[config.mk]
export PLATFORM = sky130hd
export DESIGN_NAME = regfile_write_seq
export DESIGN_NICKNAME = d
export VERILOG_FILES = /design/src/rtl/regfile_pkg.sv /design/src/rtl/regfile_write_seq_fifo.sv /design/src/rtl/regfile_write_seq.sv
export SDC_FILE = /design/constraint.sdc
export NUM_CORES = 1
export LEC_CHECK = 0
export ABC_AREA = 1
export CELL_PAD_IN_SITES_DETAIL_PLACEMENT = 1
export CELL_PAD_IN_SITES_GLOBAL_PLACEMENT = 1
export CORE_AREA = 2 2 95 97
export DETAILED_ROUTE_END_ITERATION = 10
export DIE_AREA = 0 0 97 99
export PLACE_DENSITY = 0.77
export SLEW_MARGIN = 20
export SYNTH_ARGS = -nofsm -noshare
export SYNTH_HDL_FRONTEND = slang
export SYNTH_SLANG_ARGS = --single-unit
[constraint.sdc]
create_clock -name clk -period 3 [get_ports clk]
set_input_delay 0.3 -clock clk [delete_from_list [all_inputs] [get_ports clk]]
set_output_delay 0.3 -clock clk [all_outputs]
set_load 0.02 [all_outputs]
[src/rtl/regfile_pkg.sv]
// Shared constants and write-entry record for the register bank and its write sequencer.
package regfile_pkg;

  localparam int DEF_SIZE  = 4;
  localparam int DEF_NREGS = 8;
  localparam int DEF_AW    = 3;
  localparam int DEF_DEPTH = 4;

  typedef struct packed {
    logic [DEF_AW-1:0]   addr;
    logic [DEF_SIZE-1:0] data;
  } wr_entry_t;

  function automatic wr_entry_t make_entry(input logic [DEF_AW-1:0] a,
                                           input logic [DEF_SIZE-1:0] d);
    wr_entry_t e;
    e.addr = a;
    e.data = d;
    return e;
  endfunction

endpackage

[src/rtl/regfile_write_seq_fifo.sv]
// Small synchronous FIFO; all slots and both pointers are visible so the
// top level can search pending writes for forwarding.
module wr_fifo
  import regfile_pkg::*;
#(
  parameter  int W     = DEF_AW + DEF_SIZE,
  parameter  int DEPTH = DEF_DEPTH,
  localparam int PW    = $clog2(DEPTH)
) (
  input  logic                      clk,
  input  logic                      clr,
  input  logic                      push,
  input  logic                      pop,
  input  logic [W-1:0]              din,
  output logic [DEPTH-1:0][W-1:0]   entries,
  output logic [PW-1:0]             head,
  output logic [PW-1:0]             tail,
  output logic [PW:0]               level
);

  // Pointers wrap naturally at DEPTH; level tells full from empty.
  always_ff @(posedge clk or negedge clr) begin
    if (!clr) begin
      entries <= '0;
      head    <= '0;
      tail    <= '0;
      level   <= '0;
    end else begin
      if (push) begin
        entries[tail] <= din;
        tail          <= tail + PW'(1);
      end
      if (pop) begin
        head <= head + PW'(1);
      end
      case ({push, pop})
        2'b10:   level <= level + (PW+1)'(1);
        2'b01:   level <= level - (PW+1)'(1);
        default: level <= level;
      endcase
    end
  end

endmodule

[src/rtl/regfile_write_seq.sv]
// Write sequencer in front of the register bank: buffers accepted writes,
// retires one per cycle as a one-hot enable plus shared data, and forwards pending data.
module regfile_write_seq
  import regfile_pkg::*;
#(
  parameter  int SIZE  = DEF_SIZE,
  parameter  int NREGS = DEF_NREGS,
  parameter  int AW    = DEF_AW,
  parameter  int DEPTH = DEF_DEPTH,
  localparam int PW    = $clog2(DEPTH)
) (
  input  logic             clk,
  input  logic             clr,
  input  logic             wr_valid,
  input  logic [AW-1:0]    wr_addr,
  input  logic [SIZE-1:0]  wr_data,
  output logic             wr_ready,
  input  logic             hold,
  output logic [NREGS-1:0] reg_en,
  output logic [SIZE-1:0]  reg_d,
  input  logic [AW-1:0]    rd_addr,
  output logic             fwd_hit,
  output logic [SIZE-1:0]  fwd_data,
  output logic             err_oor,
  output logic [PW:0]      level
);

  localparam int            W       = AW + SIZE;
  localparam logic [AW:0]   NREGS_L = (AW+1)'(NREGS);
  localparam logic [PW:0]   FULL_L  = (PW+1)'(DEPTH);

  logic                     accept;
  logic                     in_range;
  logic                     push;
  logic                     pop;
  logic [DEPTH-1:0][W-1:0]  entries;
  logic [PW-1:0]            head;
  logic [PW-1:0]            tail;
  logic [W-1:0]             head_entry;
  logic [AW-1:0]            out_addr;
  logic                     fifo_hit;
  logic [SIZE-1:0]          fifo_data;
  logic [PW-1:0]            idx;

  assign wr_ready   = (level != FULL_L);
  assign accept     = wr_valid & wr_ready;
  assign in_range   = ({1'b0, wr_addr} < NREGS_L);
  assign push       = accept & in_range;
  // Registered level keeps a freshly pushed entry from popping on the same edge.
  assign pop        = (level != '0) & ~hold;
  assign head_entry = entries[head];

  wr_fifo #(
    .W     (W),
    .DEPTH (DEPTH)
  ) u_fifo (
    .clk     (clk),
    .clr     (clr),
    .push    (push),
    .pop     (pop),
    .din     ({wr_addr, wr_data}),
    .entries (entries),
    .head    (head),
    .tail    (tail),
    .level   (level)
  );

  // Output stage: reg_d keeps its last value between retirements.
  always_ff @(posedge clk or negedge clr) begin
    if (!clr) begin
      reg_en   <= '0;
      reg_d    <= '0;
      out_addr <= '0;
      err_oor  <= 1'b0;
    end else begin
      err_oor <= err_oor | (accept & ~in_range);
      if (pop) begin
        reg_en   <= NREGS'(1) << head_entry[W-1:SIZE];
        reg_d    <= head_entry[SIZE-1:0];
        out_addr <= head_entry[W-1:SIZE];
      end else begin
        reg_en <= '0;
      end
    end
  end

  // Walk back from the tail so the first match is the youngest pending write.
  always_comb begin
    fifo_hit  = 1'b0;
    fifo_data = '0;
    idx       = '0;
    for (int k = 0; k < DEPTH; k++) begin
      idx = tail - PW'(k + 1);
      if (!fifo_hit && ((PW+1)'(k) < level) && (entries[idx][W-1:SIZE] == rd_addr)) begin
        fifo_hit  = 1'b1;
        fifo_data = entries[idx][SIZE-1:0];
      end
    end
    fwd_hit  = 1'b0;
    fwd_data = '0;
    if (fifo_hit) begin
      fwd_hit  = 1'b1;
      fwd_data = fifo_data;
    end else if ((reg_en != '0) && (out_addr == rd_addr)) begin
      fwd_hit  = 1'b1;
      fwd_data = reg_d;
    end
  end

endmodule

==> run summary, run 1 <==
The run finished with clean final reports. Dividing the synthesized area by the synthesized cell count gives 7.20 sq um. The fraction of layout instances using a drive strength above 1 works out to 10.5%. Clock-pin slew was measured on the worst setup and hold paths at 90 ps. From left edge to right edge, the die measures 97 um. The upper clock frequency limit is 0.357 GHz, and the starting density of the core is 41.0%. The clock net in this run drives a total of 50 sinks. The HPWL after detailed placement is 7950 um. The worst max-slew margin expressed relative to the limit is 47.5%, and the count of nets after finishing is 539.

The leading cell type in the layout, fill and taps excluded is nand2_1. Most used cell along the critical path: nand2_1. The run gives 0 as the count of warnings emitted by yosys.

The clock passes through at most 2 buffers. The area growth from synthesis to final layout was 14.3%. The detailed router finished its first iteration with 139 violations.

The quantity of hold-fixing buffers added after cts is 0, and the longest individual stage delay on the worst path is 440 ps. Data required time at the worst endpoint: 2700 ps. The via count of the first global-routing pass came out at 3291. Of all nets on the critical path, the largest fanout is 9. Counting every instance in the synthesized netlist gives 487.

The congestion estimate from routability-driven global placement came to 0.867. The share of the yosys chip area belonging to registers came out at 35.7%. Sorting the synthesized cells by area gives the leading types as dfrtp_1, nand2_1, o21ai_0, nand3_1, inv_1. The register bit total from synthesis was 50.

The worst setup path is captured at an output pin. After layout, the worst path uses 93.3% of the clock period. The run gives 0 as the number of antenna cells inserted. Traced cell by cell, the critical path runs through inv_6, ha_2, buf_4, nand3_1, nand2_1, nand2_1, nand2_1, nor2_8, nand2_4, nand2_4, nor2_8, nand3_1, dlygate4sd2_1.

The run gives 21.2% as the total routing usage reported by global routing. Setup violations remaining at the end of the flow were counted as 0. Registers take 1250 sq um.

The die covers 9600 sq um. Entering global routing, the biggest net connects 37 pins. Setup repair after global routing left no endpoint under its margin. The final count of hold timing violations came out at 0.

Global-route wire length before repair: 16500 um. After global routing the overflow that remains totals 0. TritonCTS built the clock tree. The logs give 2 for the number of H-tree branching levels and 8550 sq um for the area of the core.

Number of antenna violations at the first check in global routing: 0. The first TritonRoute pass finished after 4 iterations. After floorplanning, the core was divided into 34 placement rows. The routed layout has 3244 vias. On the critical path, the stage with the largest delay is an instance of dfrtp_1.

The residual antenna-violating net count after detailed routing was 0. On the final layout, the worst clock skew is 6.09 ps. Summing every instance area after synthesis gives 3510 sq um. The average wire length per cell after detail routing was 16.0 um. In this run the critical register-to-register path is captured at u_fifo.level[2]. The min-delay analysis places its worst path in the category input pin to async pin. The number of buffers created by CTS came out at 5.

The logs give 0 for the final-report max-slew violation count and 2500 ps for the worst endpoint data arrival time. The reported max-cap violation count was 0; the accumulated negative setup slack was 0 ps. The number of buffer cells added on primary ports is 34, and the number of distinct standard cells referenced by the synthesized netlist is 33.

For the number of nets in the synthesized netlist, the log shows 510. Clock tree synthesis selected as its root buffer the cell clkbuf_8. In the layout the commonest cells are nand2_1, o21ai_0, nand3_1. Reg2reg setup slack: 940 ps.

The multi-input combinational cells in the finished layout cover a total of 1960 sq um. STA classifies the critical path startpoint as a register. Vertical die dimension: 99 um. The filler cells instantiated in the layout total 1094. Of all cell types, the one taking the most synthesized area is dfrtp_1. The wire length reported by the detailed router is 9980 um.

After detailed routing, the number of remaining DRC violations is 0. The area share of the largest cell type after synthesis was 35.7%; the shortest period the worst path allows was 2800 ps. The depth of the most critical reg-to-reg path came out at 9. The source of the worst register-to-register timing path was u_fifo.level[0].

Dividing the detail-routed via count by the number of cells gives 5.20. The logs give 300 ps for the clock insertion delay at the later pin of the skew report and 36 for the number of I/O pins. Slew at the pin closest to its max-slew limit: 787 ps.

Type of the worst setup path: register to output pin.
==> per-layer routing <==
metal / track usage (%) / up-vias / share of wire [%] / wire length, um
met5: 0 / - / 0 / 0
met4: 5.74 / 0 / 0.85 / 85
li1: - / 1626 / - / -
met3: 1.91 / 6 / 1.9 / 185
met1: 30.0 / 1576 / 51 / 5040
met2: 35.1 / 36 / 47 / 4670
==> metrics by stage <==
step	instances	area [sq um]	hold slack (ps)	setup slack, ps	utilization, %
2_1_floorplan	487	3510	4.41	342	-
3_3_place_gp	617	3910	424	210	45.7
3_5_place_dp	617	3910	433	105	45.7
4_1_cts	624	4010	98.3	19.2	46.9
5_1_grt	624	4010	111	28.2	46.9
6_report	624	4010	76.2	201	46.9
==> critical path: cells and delay by family (launching register included) <==
kind	cells	cell delay [ps]
adders and majority gates	1	410
and+or+nand+nor	9	830
buffers and inverters	3	530
DFF	1	440
==> repair_timing <==
| action | 4_1_cts | 5_1_grt |
|---|---|---|
| gates cloned | 0 | 0 |
| setup endpoints to repair | 5 | 5 |
| endpoints found under the hold margin | 0 | 0 |
| gates resized for setup | 5 | 11 |
| buffers inserted | 0 | 0 |
==> worst max path at each step <==
stage                    from           to  slack (ps)  cells after the start
3_5_place_dp   u_fifo.tail[0]  fwd_data[1]         110                     14
5_1_grt        u_fifo.tail[0]      fwd_hit          30                     13
3_3_place_gp   u_fifo.tail[0]  fwd_data[2]         210                     14
4_1_cts        u_fifo.tail[0]  fwd_data[1]          20                     14
2_1_floorplan  u_fifo.tail[0]  fwd_data[0]         340                     18
6_report       u_fifo.tail[0]      fwd_hit         200                     13
==> layout make-up <==
cell class | instances | area share, %
clock buffer | 6 | 2.06
clock inverter | 1 | 0.749
timing repair buffer | 43 | 9.62
multi-input combinational | 374 | 48.9
tap | 108 | 3.37
inverter | 42 | 4.12
sequential | 50 | 31.2
==> cell families (layout without fill, tap and decap cells) <==
kind of cell,Yosys count,in the layout,synth area share (%)
other,1,1,0.107
adders and majority gates,9,9,3.21
AOI/OAI and AO/OA,84,84,12.7
muxes,6,6,1.71
buffers and inverters,63,92,8.53
xor gates and xnor gates,9,9,2.25
DFF,50,50,35.7
and+or+nand+nor,265,265,35.8
==> cells in the mapped netlist <==
master    instances
inv_2             3
nand3_4           1
clkbuf_1          7
mux2i_1           6
and2_0            1
inv_1            38
buf_2             6
o211ai_1          3
a21oi_4           1
conb_1            1
a31oi_1           4
buf_6             3
nand4_1           1
dfrtp_1          50
nand2_1         146
nor2_4            3
nor2_1           32
nand2_2           7
o21ai_0          64
nand3_2          10
buf_12            1
xnor2_1           5
nand3_1          56
nor2_8            2
ha_1              9
buf_1             1
nor4_1            2
buf_4             3
a21oi_1          11
nand2_4           4
xor2_1            4
o21a_1            1
inv_6             1
==> registers in the layout, summed over array words and instances (netlist names) <==
register,flops
out_addr,3
reg_d,4
reg_en,8
u_fifo.entries,28
u_fifo.head,2
u_fifo.level,3
u_fifo.tail,2
Power of run 1 is not shown: default switching activity piles up to over one toggle a cycle in this logic, so the estimate is an artifact.
==> run 2: changes to the inputs <==
Settings changed: ABC_AREA 1 to default, CORE_AREA 2 2 95 97 to 2 2 89 91, DIE_AREA 0 0 97 99 to 0 0 91 93, GPL_ROUTABILITY_DRIVEN from default to 0, GPL_TIMING_DRIVEN from default to 0, PLACE_DENSITY 0.77 to 0.74.
==> run summary, run 2 <==
The largest registers in the layout are u_fifo.entries x28, reg_en x8, reg_d x4. The vertical die dimension was 93 um (-6.1%). The leading cell type in the layout, fill and taps excluded was dfrtp_1. The number of distinct standard cells referenced by the synthesized netlist came out at 36 (+9.1%).

Setup repair after global routing could not meet its margin everywhere. The tools report the total routing usage reported by global routing as 20.5% (-0.69 points). The critical path is of the register to output pin type. The tools report the post-layout worst setup margin as -168 ps (-369 ps). The share of the yosys chip area belonging to registers is 38.2% (+2.6 points), and the number of buffers created by CTS is 5 (unchanged).

The run gives 246 (-49%) as the number of standard cells after synthesis. The tools report the final design instance area without fill as 4190 sq um (+4.6%). The number of antenna violations at the first check in global routing came out at 0 (unchanged). By count the netlist is led by dfrtp_1, mux2_2, mux4_2.

The tools report the area of the core as 7530 sq um (-12%). The dominant synthesized flop cell was dfrtp_1. The logs give 269 (-47%) for the number of nets in the synthesized netlist and 0 (unchanged) for the number of antenna cells inserted. The run gives 325 (-40%) as the count of nets after finishing.

The maximum clock insertion buffer count was 2 (unchanged); the register bit total from synthesis was 50 (unchanged). The clock insertion delay at the later pin of the skew report is 310 ps (about the same), and the accumulated negative setup slack is -618 ps (-618 ps). The proportion of register bits with asynchronous set or reset after synthesis works out to 100% (unchanged). TritonCTS built the clock tree. The pin count of the biggest net entering global routing was 27 (-27%). Worst-case hold slack: 521 ps (+445 ps).

The starting density of the core is 43.5% (+2.5 points). The routed via count divided by cell count was 5.69 (+9.5%); the cell area after placement was 3770 sq um (-3.5%). The number of flops mapped to enable cells by yosys is 0 (unchanged), and the worst max-slew margin expressed relative to the limit is 50.9% (+3.3 points). The worst-case clock skew came out at 9.11 ps (+3.02 ps). STA classifies the critical path endpoint as an output pin. The fraction of layout instances using a drive strength above 1 came out at 45.0% (+35 points).

The filler-free cell count of the finished design came out at 404 (-35%). The vias after detailed routing was 2299 (-29%); the final count of hold timing violations was 0 (unchanged). The die outline width was 91 um (-6.2%).

For the number of cells in the design after placement, the log shows 380 (-38%). In this run the worst hold path is classified as input pin to async pin. The final-report max-slew violation count is 0 (unchanged), and the estimated wirelength of the detail-placed design is 5800 um (-27%). The run gives 0 (unchanged) as the final global-route overflow total. Residual antenna-violating net count after detailed routing: 0 (unchanged). By area the synthesized netlist is led by dfrtp_1, mux4_2, mux2_2, xnor2_1, ha_1. For the final setup violation count, the log shows 5 (+5). The slew at the pin closest to its max-slew limit came out at 737 ps (-50.2 ps). The final reports fail on setup timing. The worst setup path is launched from a register. The tools report the number of I/O pins as 36 (unchanged). The run gives 50 (unchanged) as the number of clock sinks seen by CTS. The clock-pin slew on the worst setup and hold paths is 90 ps (about the same). The row count is 32 (-5.9%). The met1 usage in global routing came out at 26.8% (-3.2 points). dfrtp_1 takes more of the synthesized area than any other cell. The met3 track demand over resource in global routing is 3.55% (+1.6 points). Layer with the highest usage after global routing: met2.

The run finished, with violations left. Upper clock frequency limit: 0.316 GHz (-12%). The number of flip-flops in the largest register was 28 (unchanged). DRC violation total after the first TritonRoute iteration: 122 (-12%). The global-route wire length before repair is 13300 um (-19%). The area share of the largest cell type after synthesis was 38.2% (+2.6 points). The most frequently used cell type in the post-synthesis netlist is dfrtp_1.

The cell at the root of the clock tree was clkbuf_8. The wire length reported by the detailed router was 8020 um (-20%); the first-pass iteration count of the detailed router was 4 (unchanged). Ranked by flip-flop count, first place goes to u_fifo.entries. The via count of the first global-routing pass was 2437 (-26%); the final period utilization was 106% (+12 points).

The peak fanout along the critical path works out to 6 (-3). The count of warnings emitted by yosys was 0 (unchanged); the area growth from synthesis to final layout was 28.1%. The logs give 3270 sq um (-6.7%) for the cell area after technology mapping and 2870 ps (+370 ps) for the worst endpoint data arrival time. The average wire length per cell after detail routing was 19.9 um (+24%); the reported max-cap violation count was 0 (unchanged). In the layout the commonest cells are dfrtp_1, mux4_2, mux2_2.

The tools report the number of H-tree branching levels as 2 (unchanged). The overall die area was 8460 sq um (-12%); the mean instance size in the synthesized netlist was 13.3 sq um (+85%). The fraction of met2 tracks used by global routing is 35.6% (+0.47 points), and the post-route DRC violation count is 0 (unchanged).

The number of buffer cells added on primary ports was 31 (-8.8%). Data required time at the worst endpoint: 2700 ps (about the same). The shortest period the worst path allows was 3170 ps (+369 ps).
## run 2: changes by cell type after synthesis, sizes merged, moves of 5 or more
cell and change:
nand2 -136, nor2 -24, buf -5, nand2b +6
o21ai -55, xnor2 +12, mux4 +35, mux2i -5
a21oi -11, nand3 -67, inv -34, mux2 +34
## run 2: final timing paths
check	from	end	slack, ps	cells after the start
setup reg to reg	u_fifo.level[0]	u_fifo.level[2]	610	8
setup / recovery	u_fifo.tail[1]	fwd_data[3]	-170	12
hold / removal	clr	u_fifo.level[2]	520	2
min in group clk	reg_d[2]	reg_d[2]	540	1
hold reg to reg	reg_d[2]	reg_d[2]	540	1
max in group asynchronous	clr	u_fifo.tail[0]	1930	3
## run 2: logic make-up (layout without fill, tap and decap cells)
| logic type | count (synthesis) | count (layout) | synth area share, % |
|---|---|---|---|
| flops | 50 | 50 | 38.2 |
| buf+inv | 23 | 79 | 3.71 |
| fa+ha+maj | 9 | 9 | 3.44 |
| compound gates | 19 | 19 | 4.17 |
| xor+xnor | 21 | 21 | 5.85 |
| simple gates | 53 | 53 | 8.26 |
| mux | 70 | 70 | 36.2 |
| other cells | 1 | 1 | 0.115 |
## run 2: metrics by stage
stage | utilization [%] | setup WS, ps
after floorplan | - | 26.0
after global placement | 49.9 | -875
after detailed placement | 50.1 | -917
after CTS | 54.5 | -209
after global routing | 55.7 | -297
final | 55.7 | -168
## run 2: cell type report
class | count | area [sq um]
tap | 102 | 128
inverter | 8 | 37.5
sequential | 50 | 1250
clock buffer | 6 | 82.6
multi-input combinational | 173 | 2050
fill | 780 | 3340
clock inverter | 1 | 30.0
timing repair buffer | 50 | 478
buffer | 14 | 129
## run 2: routing by layer
layer	share of wire, %	routed length (um)
met5	0	0
met4	1.5	117
met3	3.0	243
met2	51	4120
met1	44	3550
## run 2: what timing repair did
| item | in CTS | in global routing |
|---|---|---|
| pin swaps | 5 | 3 |
| gates resized for setup | 51 | 11 |
| endpoints found under the hold margin | 24 | 0 |
| hold buffers | 1 | 0 |
| gates cloned | 0 | 0 |
| setup endpoints to repair | 5 | 5 |
| setup buffers | 10 | 7 |
## run 2: critical path, stage by stage (launching register included)
cell and delay [ps]:
dfrtp_1 370, buf_6 140, buf_12 120, clkinvlp_4 90, ha_4 320, buf_12 110, mux4_2 320, xnor2_2 220
nand4_4 190, nand2b_4 200, o2111a_1 160, o22ai_4 160, buf_6 140
Power of run 2 is left out for the same reason.
